[src/rtl/aes_round_ctrl.sv]
// aes_round_ctrl: sequencing controller for the byte-serial iterative AES core.
// Ports:
//   i_clk, i_rst_n          clock, synchronous active-low reset
//   i_start                 begin a block (sampled only when idle)
//   i_in_valid, o_in_ready  plaintext byte handshake (ready only while loading)
//   o_out_valid, i_out_ready ciphertext byte handshake (valid only while outputting)
//   o_wr_sel, o_wr_en, o_wr_addr  state store write mux select, strobe, byte index
//   o_rd_addr, o_bank       state store read byte index and read bank (writes go to ~bank)
//   o_round                 round index for the key schedule
//   o_busy, o_done          not-idle flag, one-cycle pulse after the last output byte
module aes_round_ctrl #(
  parameter int NR = 10
) (
  input  logic       i_clk,
  input  logic       i_rst_n,
  input  logic       i_start,
  output logic       o_busy,
  input  logic       i_in_valid,
  output logic       o_in_ready,
  output logic       o_out_valid,
  input  logic       i_out_ready,
  output logic [2:0] o_wr_sel,
  output logic       o_wr_en,
  output logic [3:0] o_wr_addr,
  output logic [3:0] o_rd_addr,
  output logic       o_bank,
  output logic [3:0] o_round,
  output logic       o_done
);
  typedef enum logic [2:0] {S_IDLE, S_LOAD, S_ARK0, S_SUB, S_MIX, S_ARK, S_OUT} state_t;
  state_t     r_state, w_next;
  logic [3:0] r_k, r_round;
  logic       r_bank, r_done;
  logic       w_step, w_last, w_more;
  logic [1:0] w_shift_col;
  assign w_step = r_state == S_LOAD ? i_in_valid :
                  r_state == S_OUT  ? i_out_ready :
                  r_state != S_IDLE;
  assign w_last = w_step && r_k == 4'd15;
  assign w_more = r_round < 4'(NR);
  // ShiftRows folded into the read: byte (r,c) comes from column (c+r) mod 4
  assign w_shift_col = r_k[3:2] + r_k[1:0];
  always_comb begin
    w_next = r_state;
    case (r_state)
      S_IDLE:  w_next = i_start ? S_LOAD : S_IDLE;
      S_LOAD:  w_next = w_last ? S_ARK0 : S_LOAD;
      S_ARK0:  w_next = w_last ? S_SUB : S_ARK0;
      S_SUB:   w_next = w_last ? (w_more ? S_MIX : S_ARK) : S_SUB;
      S_MIX:   w_next = w_last ? S_ARK : S_MIX;
      S_ARK:   w_next = w_last ? (w_more ? S_SUB : S_OUT) : S_ARK;
      S_OUT:   w_next = w_last ? S_IDLE : S_OUT;
      default: w_next = S_IDLE;
    endcase
  end
  always_ff @(posedge i_clk) begin
    if (!i_rst_n) begin
      r_state <= S_IDLE;
      r_k     <= '0;
      r_round <= '0;
      r_bank  <= 1'b0;
      r_done  <= 1'b0;
    end else begin
      r_state <= w_next;
      r_done  <= r_state == S_OUT && w_last;
      if (r_state == S_IDLE) r_k <= '0;
      else if (w_step) r_k <= r_k + 4'd1;
      if (r_state == S_IDLE && i_start) r_round <= '0;
      else if (r_state == S_ARK0 && w_last) r_round <= 4'd1;
      else if (r_state == S_ARK && w_last && w_more) r_round <= r_round + 4'd1;
      if (w_last && r_state != S_OUT) r_bank <= ~r_bank;
    end
  end
  assign o_busy      = r_state != S_IDLE;
  assign o_in_ready  = r_state == S_LOAD;
  assign o_out_valid = r_state == S_OUT;
  assign o_wr_sel    = r_state == S_LOAD ? 3'd1 :
                       r_state == S_SUB  ? 3'd2 :
                       r_state == S_MIX  ? 3'd3 :
                       (r_state == S_ARK0 || r_state == S_ARK) ? 3'd4 : 3'd0;
  assign o_wr_en     = r_state == S_LOAD ? i_in_valid :
                       r_state inside {S_ARK0, S_SUB, S_MIX, S_ARK};
  assign o_wr_addr   = r_k;
  assign o_rd_addr   = r_state == S_SUB ? {w_shift_col, r_k[1:0]} : r_k;
  assign o_bank      = r_bank;
  assign o_round     = r_round;
  assign o_done      = r_done;
endmodule

[config.mk]
export PLATFORM = sky130hd
export DESIGN_NAME = aes_round_ctrl
export DESIGN_NICKNAME = d
export VERILOG_FILES = /design/src/rtl/aes_round_ctrl.sv
export SDC_FILE = /design/constraint.sdc
export NUM_CORES = 1
export LEC_CHECK = 0
export BUFFER_PORTS_ARGS = -buffer_cell sky130_fd_sc_hd__buf_4
export CAP_MARGIN = 10
export CORE_AREA = 2 2 44 46
export CTS_BUF_LIST = sky130_fd_sc_hd__clkbuf_2 sky130_fd_sc_hd__clkbuf_4 sky130_fd_sc_hd__clkbuf_8
export DETAILED_ROUTE_END_ITERATION = 8
export DIE_AREA = 0 0 46 48
export MAX_ROUTING_LAYER = met4
export PLACE_DENSITY = 0.76
export SYNTH_ARGS = -nofsm -noshare
export SYNTH_HDL_FRONTEND = slang
export SYNTH_SLANG_ARGS = --single-unit
[constraint.sdc]
create_clock -name i_clk -period 2.1 [get_ports i_clk]
set_input_delay 0.315 -clock i_clk [delete_from_list [all_inputs] [get_ports i_clk]]
set_output_delay 0.315 -clock i_clk [all_outputs]
set_load 0.01 [all_outputs]
* Word-level counts from Yosys, hierarchy flattened
Cells that the tools add are included.
** Storage, ports and cells
- Output and inout port bits :: 21
- Word-level logic and storage cells :: 55
- Bits in registers :: 13
** Cells by class
- Muxes and demuxes :: 20
- Bitwise gates (word level) :: 2
- Reductions and logical operators :: 15
- Add/subtract/negate cells :: 3
- Order comparisons :: 1
- Equal/unequal tests :: 8
** Operator list (number)
- $mux 3 :: 8
- $pmux 3 s7 :: 1
- $eq 3x3->1 const B :: 3
- $mux 1 :: 9
- $add 4x1->4 const B :: 2
- $logic_and 1x1->1 :: 7
- $eq 3x2->1 const B :: 2
- $eq 4x4->1 const B :: 1
- $lt 4x4->1 const B :: 1
- $mux 4 :: 1
- $reduce_bool 4->1 :: 1
- $reduce_or 2->1 :: 2
- $eq 3x1->1 const B :: 1
- $logic_not 3->1 :: 1
- $ne 3x3->1 const B :: 1
- $reduce_bool 3->1 :: 1
- $reduce_or 3->1 :: 1
- $add 2x2->2 :: 1
- $mux 2 :: 1
- $not 1->1 :: 2
- $reduce_bool 2->1 :: 1
- $logic_or 1x1->1 :: 1

* Logic depth before layout (Yosys ltp)
- Depth in word-level cells :: 8
- Depth in mapped cells :: 5
- Mapped depth without buffers :: 5

* Worst setup path after synthesis
Ideal clock, no wire load.
- Path kind :: register to output
- Start point :: register r_state[1]
- End point :: output o_rd_addr[3]
- Arrival :: 1.301 ns
- Slack :: 0.484 ns
- Required time :: 1.785 ns
- Cell stages (with the launch flop) :: 6
- Cells stage by stage :: dfxtp_1 -> buf_6 -> clkinv_1 -> or2_1 -> nor2_1 -> xor2_1
** Between the ends
- Cells in the longest elaborated chain, start to end :: 2
** RTL lines
- start, declared :: RTL line 31 : state_t r_state, w_next;
- start signal, assigned :: RTL line 64 : r_state <= w_next;
- $eq 3x2->1 :: RTL line 84 : assign o_rd_addr = r_state == S_SUB ? {w_shift_col, r_k[1:0]} : r_k;
- $mux 4 :: RTL line 84
- end, declared :: RTL line 25 : output logic [3:0] o_rd_addr,
No other way between the ends.

* Worst setup path after layout
- Start point :: register r_state[0]
- End point :: output o_rd_addr[2]
The elaborated chain is that of the path after synthesis.

==> reports/summary.txt <==
==================================================================================
Status ..............................................................    completed
CTS Buf Count .......................................................            3
Depth of the CTS H-tree .............................................            1
Cell with the most instances after synthesis ........................      dfxtp_1
Final Hold Fails ....................................................            0
Placed wire-length estimate after detailed placement ................      1530 um
DRT iter0 DRCs ......................................................           18
Clock sinks .........................................................           13
Internal power consumption ..........................................   0.000355 W
Cell type contributing the most total cell area after synthesis .....      dfxtp_1
Die footprint .......................................................     2210 um2
Number of antenna violations at the first check in global routing ...            0
Top-area cell type share of the netlist area ........................        0.309
Number of pins with negative max-slew slack in the final report .....            0
Number of placement rows ............................................           15
Critical path arrival ...............................................      1.65 ns
Starting density of the core ........................................        0.499
Highest Clock Rate ..................................................    0.508 GHz
Unrepaired setup endpoints after global routing .....................        false
Share of synthesized area occupied by flip-flops and latches ........        0.309
Post-synth top flop .................................................      dfxtp_1
Worst-case clock buffer depth .......................................            2
CTS clock-pin slew for the worst setup and hold paths ...............      0.08 ns
Maximum ir drop on the vdd rail .....................................   0.000434 V
Routability-driven placement congestion ratio .......................        0.803
Number of stages on the worst setup path ............................            4
Height of the die ...................................................        48 um
Period minus WS final ...............................................      1.97 ns
Net Count, Synth ....................................................          106
Area inside the core boundary .......................................     1690 um2
Ys async rst share ..................................................            0
Crit path max-delay family ..........................................   flip-flops
Proportion of layout cells with a drive suffix above 1 ..............        0.331
Sequential power share ..............................................        0.533
Number of vias per cell .............................................         5.96
Worst Path Class, Setup ............................................. flop to output port
Combined area of all synthesized cells ..............................      843 um2
Worst Path Buf+Inv ..................................................            1
Yosys reg bits ......................................................           13
Number of optimization iterations in the first detailed-route pass ..            4
Max-capacitance violation count .....................................            0
Unique masters post-synth ...........................................           43
DR WL/cell ..........................................................      14.4 um
Met1 track demand over resource in global routing ...................        0.234
Power Density .......................................................   461 nW/um2
Global routing usage on met3 ........................................       0.0566
Sum Neg Setup Slack .................................................         0 ns
Number of top-level pins ............................................           26
Worst hold path cell count ..........................................            2
Diodes inserted .....................................................            0
Clock network power share ...........................................        0.324
Worst Path Required .................................................      1.78 ns
Kind of capture point of the worst setup path .......................  output port
Critical Path Start Type ............................................         flop
Combinational Power Share ...........................................        0.143
Avg Inst Size Synth .................................................     8.61 um2
Wire length of the first global-routing pass ........................      3190 um
Port Buffer Count ...................................................           25
Clock network latency to the later pin of the worst-skew pair .......      0.28 ns
Post-Synthesis Cells ................................................           98
Most crowded layer after global routing .............................         met2
Worst-path cell chain ............................................... nand2b_1 -> or2_1 -> mux2_1 -> buf_4
Static leakage ......................................................     0.459 nW
Count of endpoints failing setup in the final report ................            0
Post-detailed-route count of antenna-violating nets .................            0
DR vias .............................................................          841
Net switching power figure ..........................................   0.000133 W
Synthesis Warnings ..................................................            0
Worst Reg-to-Reg Cells ..............................................            5
Final WL ............................................................      2020 um
Die span in x .......................................................        46 um
Path type of the worst min-delay path ............................... primary input to flop
Final cell area excluding filler cells ..............................     1060 um2
Post-synth EDFFs ....................................................            0
Delay of the slowest critical-path stage ............................      0.50 ns
Pin count of the biggest net entering global routing ................           16
Worst slew margin relative to its limit .............................        0.638
Fraction of power spent switching nets ..............................        0.273
Part of the cycle the worst path needs ..............................        0.937
Cell at the root of the clock tree ..................................     clkbuf_4
Layout net count ....................................................          133
Drc violations ......................................................            0
Via count of the first global-routing pass ..........................          710
Worst Hold Slack ....................................................     0.302 ns
Synth top area cells ................................................ dfxtp_1, ha_1, xnor2_1
Ranking of synthesized cells by instance count ...................... dfxtp_1, nor2_1, a21oi_1, nand2_1, o21ai_0
CTS tree ............................................................        built
Largest fanout of any net on the critical path ......................           15
Signed area change from the synthesized netlist to the final layout .        25.7%
GRT Residual Overflow ...............................................            0
Total setup buffers inserted after CTS ..............................            0
Total routing resource utilization after global routing .............        0.217
Fraction of met2 tracks used by global routing ......................        0.358
Slowest CP cell .....................................................      dfxtp_2
Post-DP Area ........................................................     1030 um2
Worst Tran Pin Value ................................................     0.543 ns
Post-route clock skew ...............................................   0.00403 ns
==================================================================================
-- metrics by stage --
| stage | utilization | cells | total power [W] | worst slack (ns) |
|---|---|---|---|---|
| after CTS | 0.626 | 141 | 0.000494 | 0.0107 |
| final | 0.627 | 141 | 0.000488 | 0.133 |
| after floorplan | - | 98 | 0.000306 | 0.484 |
| after global placement | 0.609 | 137 | 0.000334 | 0.347 |
| after detailed placement | 0.609 | 137 | 0.000335 | 0.312 |
| after global routing | 0.627 | 141 | 0.000517 | 0.0636 |
-- registers in the layout, indices dropped and copies added, names as in the netlist --
| name | cells |
|---|---|
| o_bank | 1 |
| r_state | 3 |
| o_wr_addr | 4 |
| o_done | 1 |
| o_round | 4 |
-- power by group through the flow --
stage / sequential, W / combinational [W] / clock (W)
CTS: 0.000260 / 0.0000704 / 0.000164
global placement: 0.000264 / 0.0000695 / 0
finish: 0.000260 / 0.0000698 / 0.000158
detailed placement: 0.000265 / 0.0000701 / 0
floorplan: 0.000259 / 0.0000471 / 0
global route: 0.000261 / 0.0000769 / 0.000179
-- metal layers --
metal | up-vias | wire length [um]
met5 | - | 0
met4 | 0 | 40
met3 | 4 | 104
met2 | 23 | 1030
met1 | 402 | 854
li1 | 412 | -
-- timing repair --
action / CTS / global route
endpoints found under the setup margin: 1 / 2
hold buffers: 0 / 0
gates resized for setup: 1 / 2
-- final cells by class --
| type | count | area (um2) |
|---|---|---|
| clock buffers | 3 | 22.5 |
| repair buffers | 27 | 203 |
| clock inverters | 1 | 5.00 |
| inverters | 3 | 11.3 |
| flip-flops and latches | 13 | 264 |
| multi-input cells | 77 | 533 |
| fillers | 168 | 629 |
| well taps | 17 | 21.3 |
-- placed cells by master (no fill, tap or decap), types with 3 or more instances in the layout --
cell type and instances:
and3_1 3, o21ai_1 3, nand2_1 6, nand2b_1 3
ha_1 3, buf_4 27, dfxtp_2 3, clkbuf_4 3
xnor2_1 4, nand3_1 4, a21oi_1 6, dfxtp_1 10
nor2_1 8, o21ai_0 5
-- kinds of logic (layout without fill, tap and decap cells) --
kind of cell / Yosys count / after routing / synth area share
compound gates: 25 / 25 / 0.197
mux: 1 / 1 / 0.0134
simple gates: 42 / 42 / 0.315
xor+xnor: 6 / 6 / 0.0623
flops: 13 / 13 / 0.309
fa+ha+maj: 3 / 3 / 0.0445
buf+inv: 8 / 34 / 0.0593
-- path summary, 6_finish.rpt --
| check | from | to | slack [ns] |
|---|---|---|---|
| max | r_state[0]$_SDFF_PN0_ | o_rd_addr[2] | 0.13 |
| min | i_rst_n | r_state[1]$_SDFF_PN0_ | 0.30 |
| max reg2reg | o_wr_addr[1]$_SDFFE_PP0P_ | r_state[0]$_SDFF_PN0_ | 0.33 |
| min reg2reg | o_round[3]$_SDFFE_PP0P_ | o_round[3]$_SDFFE_PP0P_ | 0.52 |
Note: power is estimated with default switching activity, not from simulation.
